==> src/rtl/a_ctrls_tx.sv <==
// a_ctrls_tx : serial transmitter for the analog-controls link (control-panel side).
// On go, it latches N_CH channel bytes and sends one frame: SYNC, in[0..N_CH-1], CHK.
// Each byte goes out as UART 8N1 and there is no gap between the bytes of a frame.
// CHK is the 8-bit wrapping sum of the channel bytes. SYNC is not part of the sum.
//
// Ports:
//   clk      - clock (rising edge)
//   reset_n  - async active-low reset
//   in       - N_CH channel bytes, element 0 sent first
//   go       - frame request; accepted only in IDLE
//   busy     - high while a frame is in flight
//   done     - one-cycle pulse after the last stop bit
//   CTRL_TX  - registered serial line, idles high
module a_ctrls_tx #(
  parameter int         fCLK = 50_000_000,
  parameter int         BAUD = 115_200,
  parameter int         N_CH = 7,
  parameter logic [7:0] SYNC = 8'hA5
) (
  input  logic       clk,
  input  logic       reset_n,
  input  logic [7:0] in [0:N_CH-1],
  input  logic       go,
  output logic       busy,
  output logic       done,
  output logic       CTRL_TX
);

  localparam int BIT_T = fCLK / BAUD;
  localparam int CW    = $clog2(BIT_T);
  localparam int BW    = $clog2(N_CH + 2);
  localparam logic [BW-1:0] LAST_BYTE = BW'(N_CH + 1);

  typedef enum logic [1:0] {IDLE, START, DATA, STOP} state_t;

  state_t        state, state_nxt;
  logic [CW-1:0] cnt, cnt_nxt;
  logic [2:0]    bit_idx, bit_nxt;
  logic [BW-1:0] byte_idx, byte_nxt;
  logic [7:0]    shadow [0:N_CH-1];
  logic [7:0]    chk;
  logic [7:0]    cur_ch, nxt_byte;
  logic          tick, last_stop, tx_nxt;

  assign tick = (cnt == CW'(BIT_T - 1));

  // Channel byte that is being sent now. It feeds the checksum. Zero outside the channel slots.
  always_comb begin
    cur_ch = 8'h00;
    for (int i = 0; i < N_CH; i++)
      if (byte_idx == BW'(i + 1)) cur_ch = shadow[i];
  end

  // Byte that will be on the line next cycle. CTRL_TX is registered, so the line
  // value is computed from the next-state values.
  always_comb begin
    nxt_byte = SYNC;
    if (byte_nxt == LAST_BYTE) nxt_byte = chk;
    for (int i = 0; i < N_CH; i++)
      if (byte_nxt == BW'(i + 1)) nxt_byte = shadow[i];
  end

  // State register
  always_ff @(posedge clk or negedge reset_n) begin
    if (!reset_n) begin
      state    <= IDLE;
      cnt      <= '0;
      bit_idx  <= '0;
      byte_idx <= '0;
      CTRL_TX  <= 1'b1;
      done     <= 1'b0;
    end else begin
      state    <= state_nxt;
      cnt      <= cnt_nxt;
      bit_idx  <= bit_nxt;
      byte_idx <= byte_nxt;
      CTRL_TX  <= tx_nxt;
      done     <= last_stop;
    end
  end

  // Next-state and counter logic
  always_comb begin
    state_nxt = state;
    cnt_nxt   = cnt;
    bit_nxt   = bit_idx;
    byte_nxt  = byte_idx;
    last_stop = 1'b0;
    case (state)
      IDLE: if (go) begin
        state_nxt = START;
        cnt_nxt   = '0;
        bit_nxt   = '0;
        byte_nxt  = '0;
      end
      START: if (tick) begin
        state_nxt = DATA;
        cnt_nxt   = '0;
        bit_nxt   = '0;
      end else cnt_nxt = cnt + CW'(1);
      DATA: if (tick) begin
        cnt_nxt = '0;
        if (bit_idx == 3'd7) state_nxt = STOP;
        else                 bit_nxt   = bit_idx + 3'd1;
      end else cnt_nxt = cnt + CW'(1);
      STOP: if (tick) begin
        cnt_nxt = '0;
        bit_nxt = '0;
        if (byte_idx == LAST_BYTE) begin
          state_nxt = IDLE;
          byte_nxt  = '0;
          last_stop = 1'b1;
        end else begin
          state_nxt = START;
          byte_nxt  = byte_idx + BW'(1);
        end
      end else cnt_nxt = cnt + CW'(1);
      default: state_nxt = IDLE;
    endcase
  end

  // Outputs
  always_comb begin
    busy = (state != IDLE);
    case (state_nxt)
      START:   tx_nxt = 1'b0;
      DATA:    tx_nxt = nxt_byte[bit_nxt];
      default: tx_nxt = 1'b1;
    endcase
  end

  // The frame data is captured when go is accepted. The checksum is updated when
  // the last data bit of each channel byte ends. This is before the checksum byte
  // is sent.
  always_ff @(posedge clk or negedge reset_n) begin
    if (!reset_n) begin
      chk <= 8'h00;
      for (int i = 0; i < N_CH; i++) shadow[i] <= 8'h00;
    end else if (state == IDLE && go) begin
      chk <= 8'h00;
      for (int i = 0; i < N_CH; i++) shadow[i] <= in[i];
    end else if (state == DATA && tick && bit_idx == 3'd7 &&
                 byte_idx != '0 && byte_idx != LAST_BYTE) begin
      chk <= chk + cur_ch;
    end
  end

endmodule

==> config.mk <==
export PLATFORM = sky130hd
export DESIGN_NAME = a_ctrls_tx
export DESIGN_NICKNAME = d
export VERILOG_FILES = /design/src/rtl/a_ctrls_tx.sv
export SDC_FILE = /design/constraint.sdc
export NUM_CORES = 1
export LEC_CHECK = 0
export CAP_MARGIN = 20
export CORE_UTILIZATION = 45
export DETAILED_ROUTE_END_ITERATION = 16
export PLACE_DENSITY_LB_ADDON = 0.25
export REMOVE_ABC_BUFFERS = 1
export SYNTH_ARGS = -nofsm -noshare
export SYNTH_HDL_FRONTEND = slang
export SYNTH_SLANG_ARGS = --single-unit
==> constraint.sdc <==
create_clock -name clk -period 4.4 [get_ports clk]
set_input_delay 0.66 -clock clk [delete_from_list [all_inputs] [get_ports clk]]
set_output_delay 0.66 -clock clk [all_outputs]
set_load 0.05 [all_outputs]
==> results.ini, run 1 <==
[worst_setup_path]
worstPathBufferInverterCount = 1
critical_path_arrival_ns = 4.28
critical_path.top_delay_family = compound AO/OA/AOI/OAI gates
critical_path.slowest_cell = dfrtp_1
type_of_element_capturing_the_critical_path = register
req_time_crit_path_ns = 4.67
start_kind = register
timing.critical_path.slowest_cell_delay_ns = 0.46
crit_chain = inv_1, ha_1, nor2_1, a21oi_1, o21ai_0, a22oi_1, a21oi_1, mux2_2, mux2_2, ha_1, a21o_1, a21oi_1, o21bai_1, a21oi_1, o21bai_1, a21oi_1, xor2_1, or3_1, a21oi_1
timing.critical_path.fanout_max = 10
crit_top_cell = a21oi_1
worstSetupPathType = reg -> reg

[yosys]
yosysSeqAreaShare_pct = 39.5
post_synth_inst_count = 566
synthesis.area_per_instance_um2 = 9.40
yosysTopAreaCell = dfrtp_1
share_of_yosys_cell_area_claimed_by_the_top_area_cell_type_pct = 39.0
ys_flop_type = dfrtp_1
synth_edf_count = 0
yosys.cell_count.top_type = dfrtp_1
yosysUniqueCellTypes = 70
ys_warn_count = 0
synth.cell_area_um2 = 5320
share_of_synthesized_registers_carrying_an_async_set_or_reset_pct = 100
synth_register_bits = 84
synth.top_cells.by_count = dfrtp_1 (83), nand2_1 (63), mux2_2 (57), nor2_1 (57), a21oi_1 (39)
synth.area.top_cells = dfrtp_1 (39%), mux2_2 (12%), ha_1 (4.5%)

[floorplan]
initial_utilization_pct = 46.4
dieWidth_um = 111
coreArea_um2 = 11500
io_pins = 62
rows = 39
die_height_um = 111
dieArea_um2 = 12300

[sta]
min_period_ns = 4.01
hold_ws_ns = 0.329
rsz0062_at_grt = false
slack_of_the_critical_path_ns = 0.394
max_slew_headroom_pct = 44.3
finalSetupViolCount = 0
slew_viol_final = 0
final_min_period_over_clock_period_pct = 91.0
final_hold_violation_count = 0
setup-tns-final_ns = 0
tightest_slew_ns = 0.836
maxClockFrequency_mhz = 250
fin_skew_ns = 0.00992

[clock_network]
cts_htree_levels = 3
cts_buffers = 9
cts_resized = 0
clock-sinks = 84
clock_insertion_delay_worst_skew_ns = 0.36
clockBufferDepth = 2
cts-hold-fix-buffers = 0
path_clk_slew_ns = 0.06
cts_tree = built
post_cts_setup_bufs = 0
clock-root-buffer = clkbuf_16

[global_route]
grt_pass1_vias = 4680
gr-usage-all-layers_pct = 24.7
grt_pass1_wl_um = 23700
antenna_found_initial = 0
grt_overflow = 0
grt_start_max_net_pins = 52

[power]
static-leakage-power_uw = 0.00271
power.switching_fraction_pct = 21.6
peakVddDrop_mv = 0.215
share_comb_of_total_power_pct = 4.3
seqPwrFrac_pct = 50.0
switching_power_uw = 334
cellInternalPower_uw = 1210
power_per_cell_area_nw_per_um2 = 245
p_clk_share_pct = 45.7

[place]
hpwl_um = 10700
dpl_cell_area_um2 = 6040
port_buf_inserts = 61
preCtsSetupSlack_ns = 0.435
routability_cong = 0.973

[min_path]
timing.hold.worst.class = in -> async

[run_status]
result_of_the_run = completed

[routing]
vias = 4585
drc = 0
drt_wl_total_um = 14400
drtIter0Drc = 290
post_drt_wl_per_cell_um = 18.8
ant_nets = 0
post_drt_via_cell_ratio = 5.99
drt-pass1-iter-count = 5

[job]
timing.max_cap.violations = 0

[cells_and_area]
final_layout_net_count = 696
final_cell_area_um2 = 6310
antenna_cells = 0
layout-area-overhead-vs-synth_pct = 18.6
post_route_cells_drive_above_1_share_pct = 17.5
fillers = 1050

-- final cells by class --
cell class	instances	area [um2]	area share [%]
Sequential cell	84	2100	33.3
Clock inverter	5	27.5	0.436
Clock buffer	11	243	3.85
Multi-Input combinational cell	426	2960	47.0
Inverter	24	90.1	1.43
Tap cell	143	179	2.84
Timing Repair Buffer	72	703	11.1
-- worst reg2reg max path, stage by stage (launching register included) --
cell	delay, ns
dfrtp_1	0.46
inv_1	0.11
ha_1	0.42
nor2_1	0.09
a21oi_1	0.12
o21ai_0	0.08
a22oi_1	0.14
a21oi_1	0.10
mux2_2	0.26
mux2_2	0.29
ha_1	0.28
a21o_1	0.17
a21oi_1	0.21
o21bai_1	0.09
a21oi_1	0.24
o21bai_1	0.10
a21oi_1	0.17
xor2_1	0.10
or3_1	0.32
a21oi_1	0.16
-- stage by stage --
step,util (%),instances,total power [uW]
after CTS,55.0,765,1560
after floorplan,-,534,787
after detailed placement,52.7,749,855
after global routing,55.0,765,1590
final,55.0,765,1550
after global placement,52.7,749,854
-- power by group through the flow --
stage	sequential, uW	combinational [uW]	clock [uW]
6_report	772	67.0	706
5_1_grt	772	73.5	748
2_1_floorplan	787	0.562	0
3_3_place_gp	787	67.4	0
4_1_cts	772	68.9	719
3_5_place_dp	787	68.6	0
-- metal layers --
metal  GRT usage (%)  part of all wire (%)  routed length, um
met1            30.3                    42               6100
met2            40.9                    48               6980
met3            5.08                   5.1                730
met4            13.0                   4.2                600
met5               0                     0                  0
-- sequential cells by signal, indices dropped and copies added (netlist names) --
signal    count
chk           8
state         2
CTRL_TX       1
bit_idx       3
shadow       56
byte_idx      4
cnt           9
done          1
-- placed cells by master (no fill, tap or decap), types with 3 or more instances in the layout --
master / netlist / layout
a211oi_1: 7 / 7
mux2_2: 57 / 57
xnor2_1: 7 / 7
buf_4: 3 / 11
ha_1: 19 / 19
nand4_1: 7 / 7
clkbuf_16: 0 / 9
dfrtp_1: 83 / 83
nor2b_1: 4 / 4
a22oi_1: 10 / 10
o41ai_1: 3 / 3
xor2_1: 6 / 6
nand3_1: 13 / 13
nor2_1: 57 / 57
o211ai_1: 13 / 13
a21oi_1: 39 / 39
o21a_1: 3 / 3
a21o_1: 3 / 3
o21bai_1: 3 / 3
clkdlybuf4s50_1: 0 / 60
nor3_1: 6 / 6
o21ai_0: 28 / 28
nand2_1: 63 / 63
and3_1: 3 / 3
and2_1: 4 / 3
clkinv_2: 0 / 4
o22ai_1: 5 / 5
inv_1: 22 / 22
mux2i_1: 8 / 8
a31oi_1: 9 / 9
-- final timing paths --
kind	startpoint	end	slack, ns	cells past startpoint
worst max register to register	byte_idx[0]	chk[7]	0.39	19
worst min register to register	shadow[37]	shadow[37]	0.53	1
worst min-delay path	reset_n	cnt[6]	0.33	1
min in group clk	shadow[37]	shadow[37]	0.53	1
worst max-delay path	byte_idx[0]	chk[7]	0.39	19
max in group asynchronous	reset_n	CTRL_TX	3.15	2
-- logic make-up (layout without fill, tap and decap cells) --
| group | after synthesis | count (layout) | synth area share [%] |
|---|---|---|---|
| and+or+nand+nor | 177 | 177 | 15.9 |
| adders and majority gates | 20 | 20 | 4.85 |
| buffers and inverters | 56 | 112 | 4.75 |
| AOI/OAI and AO/OA | 151 | 151 | 19.3 |
| xor gates and xnor gates | 13 | 13 | 2.14 |
| muxes | 65 | 65 | 13.6 |
| DFF | 84 | 84 | 39.5 |
No activity file was read; power rests on OpenSTA's default activity.
==> run 2: changes to the inputs <==
- CORE_ASPECT_RATIO: default -> 2
- CORE_MARGIN: default -> 3
==> results.ini, run 2 (synthesized netlist as in run 1, its figures left out) <==
[routing]
drt_wl_total_um = 15700
ant_nets = 0
post_drt_wl_per_cell_um = 20.5
vias = 4690
drtIter0Drc = 306
drc = 0
drt-pass1-iter-count = 5
post_drt_via_cell_ratio = 6.14

[worst_setup_path]
crit-reg2reg-capture = chk[7]
worstPathBufferInverterCount = 1
crit_chain = inv_1, ha_1, nand2_1, nor2_1, a21oi_1, o21ai_0, a22oi_1, a21oi_1, mux2_2, mux2_2, ha_1, a21o_1, a21oi_1, o21bai_1, a21oi_1, o21bai_1, a21oi_1, xor2_1, or3_1, a21oi_1
worstSetupPathType = reg -> reg
critical_path.top_delay_family = compound AO/OA/AOI/OAI gates
start_kind = register
reg2reg_depth = 20
timing.critical_path.fanout_max = 9
critical_path.startpoint = byte_idx[1]
critical_path_depth = 20
type_of_element_capturing_the_critical_path = register
endpoint = chk[7]
critical_path_arrival_ns = 4.20
crit_top_cell = a21oi_1
regToRegSetupSlack_ns = 0.45
timing.critical_path.slowest_cell_delay_ns = 0.46
req_time_crit_path_ns = 4.65
critical_path.slowest_cell = dfrtp_1
crit-reg2reg-launch = byte_idx[1]

[place]
port_buf_inserts = 61
routability_cong = 0.925
hpwl_um = 11900

[cells_and_area]
antenna_cells = 0
most-common-layout-cells = dfrtp_1 (83), nand2_1 (63), clkdlybuf4s50_1 (60)
post_route_cells_drive_above_1_share_pct = 17.7
biggestRegsByFlops = shadow x56, cnt x9, chk x8
final_layout_net_count = 696
layout-area-overhead-vs-synth_pct = 19.3
largest_register_ff_count = 56
registers.top_by_ff_count = shadow
mostFrequentLayoutCell = dfrtp_1

[power]
switching_power_uw = 340
peakVddDrop_mv = 0.228
share_comb_of_total_power_pct = 4.4
power_per_cell_area_nw_per_um2 = 251
power.switching_fraction_pct = 21.4
static-leakage-power_uw = 0.00272
p_clk_share_pct = 47.1
seqPwrFrac_pct = 48.6
post-layout-total-power_uw = 1590
cellInternalPower_uw = 1250

[clock_network]
cts_tree = built
cts_resized = 0
clock_insertion_delay_worst_skew_ns = 0.34
cts-hold-fix-buffers = 0
clock-root-buffer = clkbuf_16
path_clk_slew_ns = 0.06
cts_htree_levels = 3
cts_buffers = 9
clock-sinks = 84
clockBufferDepth = 2
post_cts_setup_bufs = 0

[floorplan]
io_pins = 62
coreArea_um2 = 11400
dieWidth_um = 82.9
die_height_um = 160
initial_utilization_pct = 46.6
rows = 55
dieArea_um2 = 13200

[global_route]
grt_pass1_vias = 4777
antenna_found_initial = 0
grt_pass1_wl_um = 24600
gr-usage-all-layers_pct = 23.7
grt_start_max_net_pins = 85
grt_overflow = 0

[sta]
tightest_slew_ns = 0.806
finalSetupViolCount = 0
final_min_period_over_clock_period_pct = 89.7
rsz0062_at_grt = false
fin_skew_ns = 0.00626
setup-tns-final_ns = 0
maxClockFrequency_mhz = 253
slew_viol_final = 0
max_slew_headroom_pct = 46.2
final_hold_violation_count = 0
min_period_ns = 3.95

[min_path]
timing.hold.worst.class = in -> async

[job]
timing.max_cap.violations = 0

[run_status]
result_of_the_run = completed

run 2: power groups by stage:
stage / Clock [uW] / Combinational (uW) / Sequential [uW]
4_1_cts: 768 / 68.2 / 772
3_5_place_dp: 0 / 68.2 / 787
3_3_place_gp: 0 / 66.8 / 787
2_1_floorplan: 0 / 0.562 / 787
6_report: 748 / 69.3 / 772
5_1_grt: 800 / 75.6 / 772
run 2: worst min path at each step:
stage | start | slack, ns | cells past startpoint | endpoint
CTS | shadow[37] | 0.55 | 1 | shadow[37]
detailed placement | shadow[37] | 0.54 | 1 | shadow[37]
finish | reset_n | 0.16 | 1 | cnt[6]
floorplan | reset_n | 0.36 | 0 | bit_idx[0]
global route | reset_n | 0.16 | 1 | shadow[48]
global placement | shadow[44] | 0.54 | 1 | shadow[44]
run 2: final cells by class:
cell class	count	area, um2
fillers	1085	5080
multi-input cells	426	2960
flip-flops and latches	84	2100
repair buffers	72	711
clock buffers	12	267
well taps	142	178
inverters	24	90.1
clock inverters	4	32.5
run 2: stage by stage:
stage / util [%] / hold WS [ns] / instances / instance area, um2 / setup WS [ns]
2_1_floorplan: - / 0.364 / 534 / 5160 / 0.621
3_3_place_gp: 52.7 / 0.537 / 747 / 6020 / 0.606
3_5_place_dp: 52.7 / 0.538 / 747 / 6020 / 0.506
4_1_cts: 55.3 / 0.552 / 763 / 6320 / 0.470
5_1_grt: 55.5 / 0.161 / 764 / 6340 / 0.189
6_report: 55.5 / 0.157 / 764 / 6340 / 0.454
run 2: worst reg2reg max path: cells and delay by family, from the launching register on:
kind,cells,cell delay (ns)
AOI/OAI and AO/OA,11,1.60
adders and majority gates,2,0.59
muxes,2,0.55
and+or+nand+nor,3,0.48
DFF,1,0.46
buffers and inverters,1,0.10
xor gates and xnor gates,1,0.09
run 2: metal layers:
| metal | wire length, um | share of wire (%) | up-vias | GRT usage [%] |
|---|---|---|---|---|
| met1 | 5280 | 34 | 2312 | 23.4 |
| met5 | 0 | 0 | - | 0 |
| li1 | - | - | 2149 | - |
| met2 | 8800 | 56 | 170 | 45.2 |
| met4 | 980 | 6.2 | 0 | 14.5 |
| met3 | 633 | 4.0 | 59 | 3.36 |
==> run 3: changes to the inputs <==
- GPL_ROUTABILITY_DRIVEN: default -> 1
==> results of run 3 <==
Same layout as run 2: the final DEF is identical, and so are final timing and power.
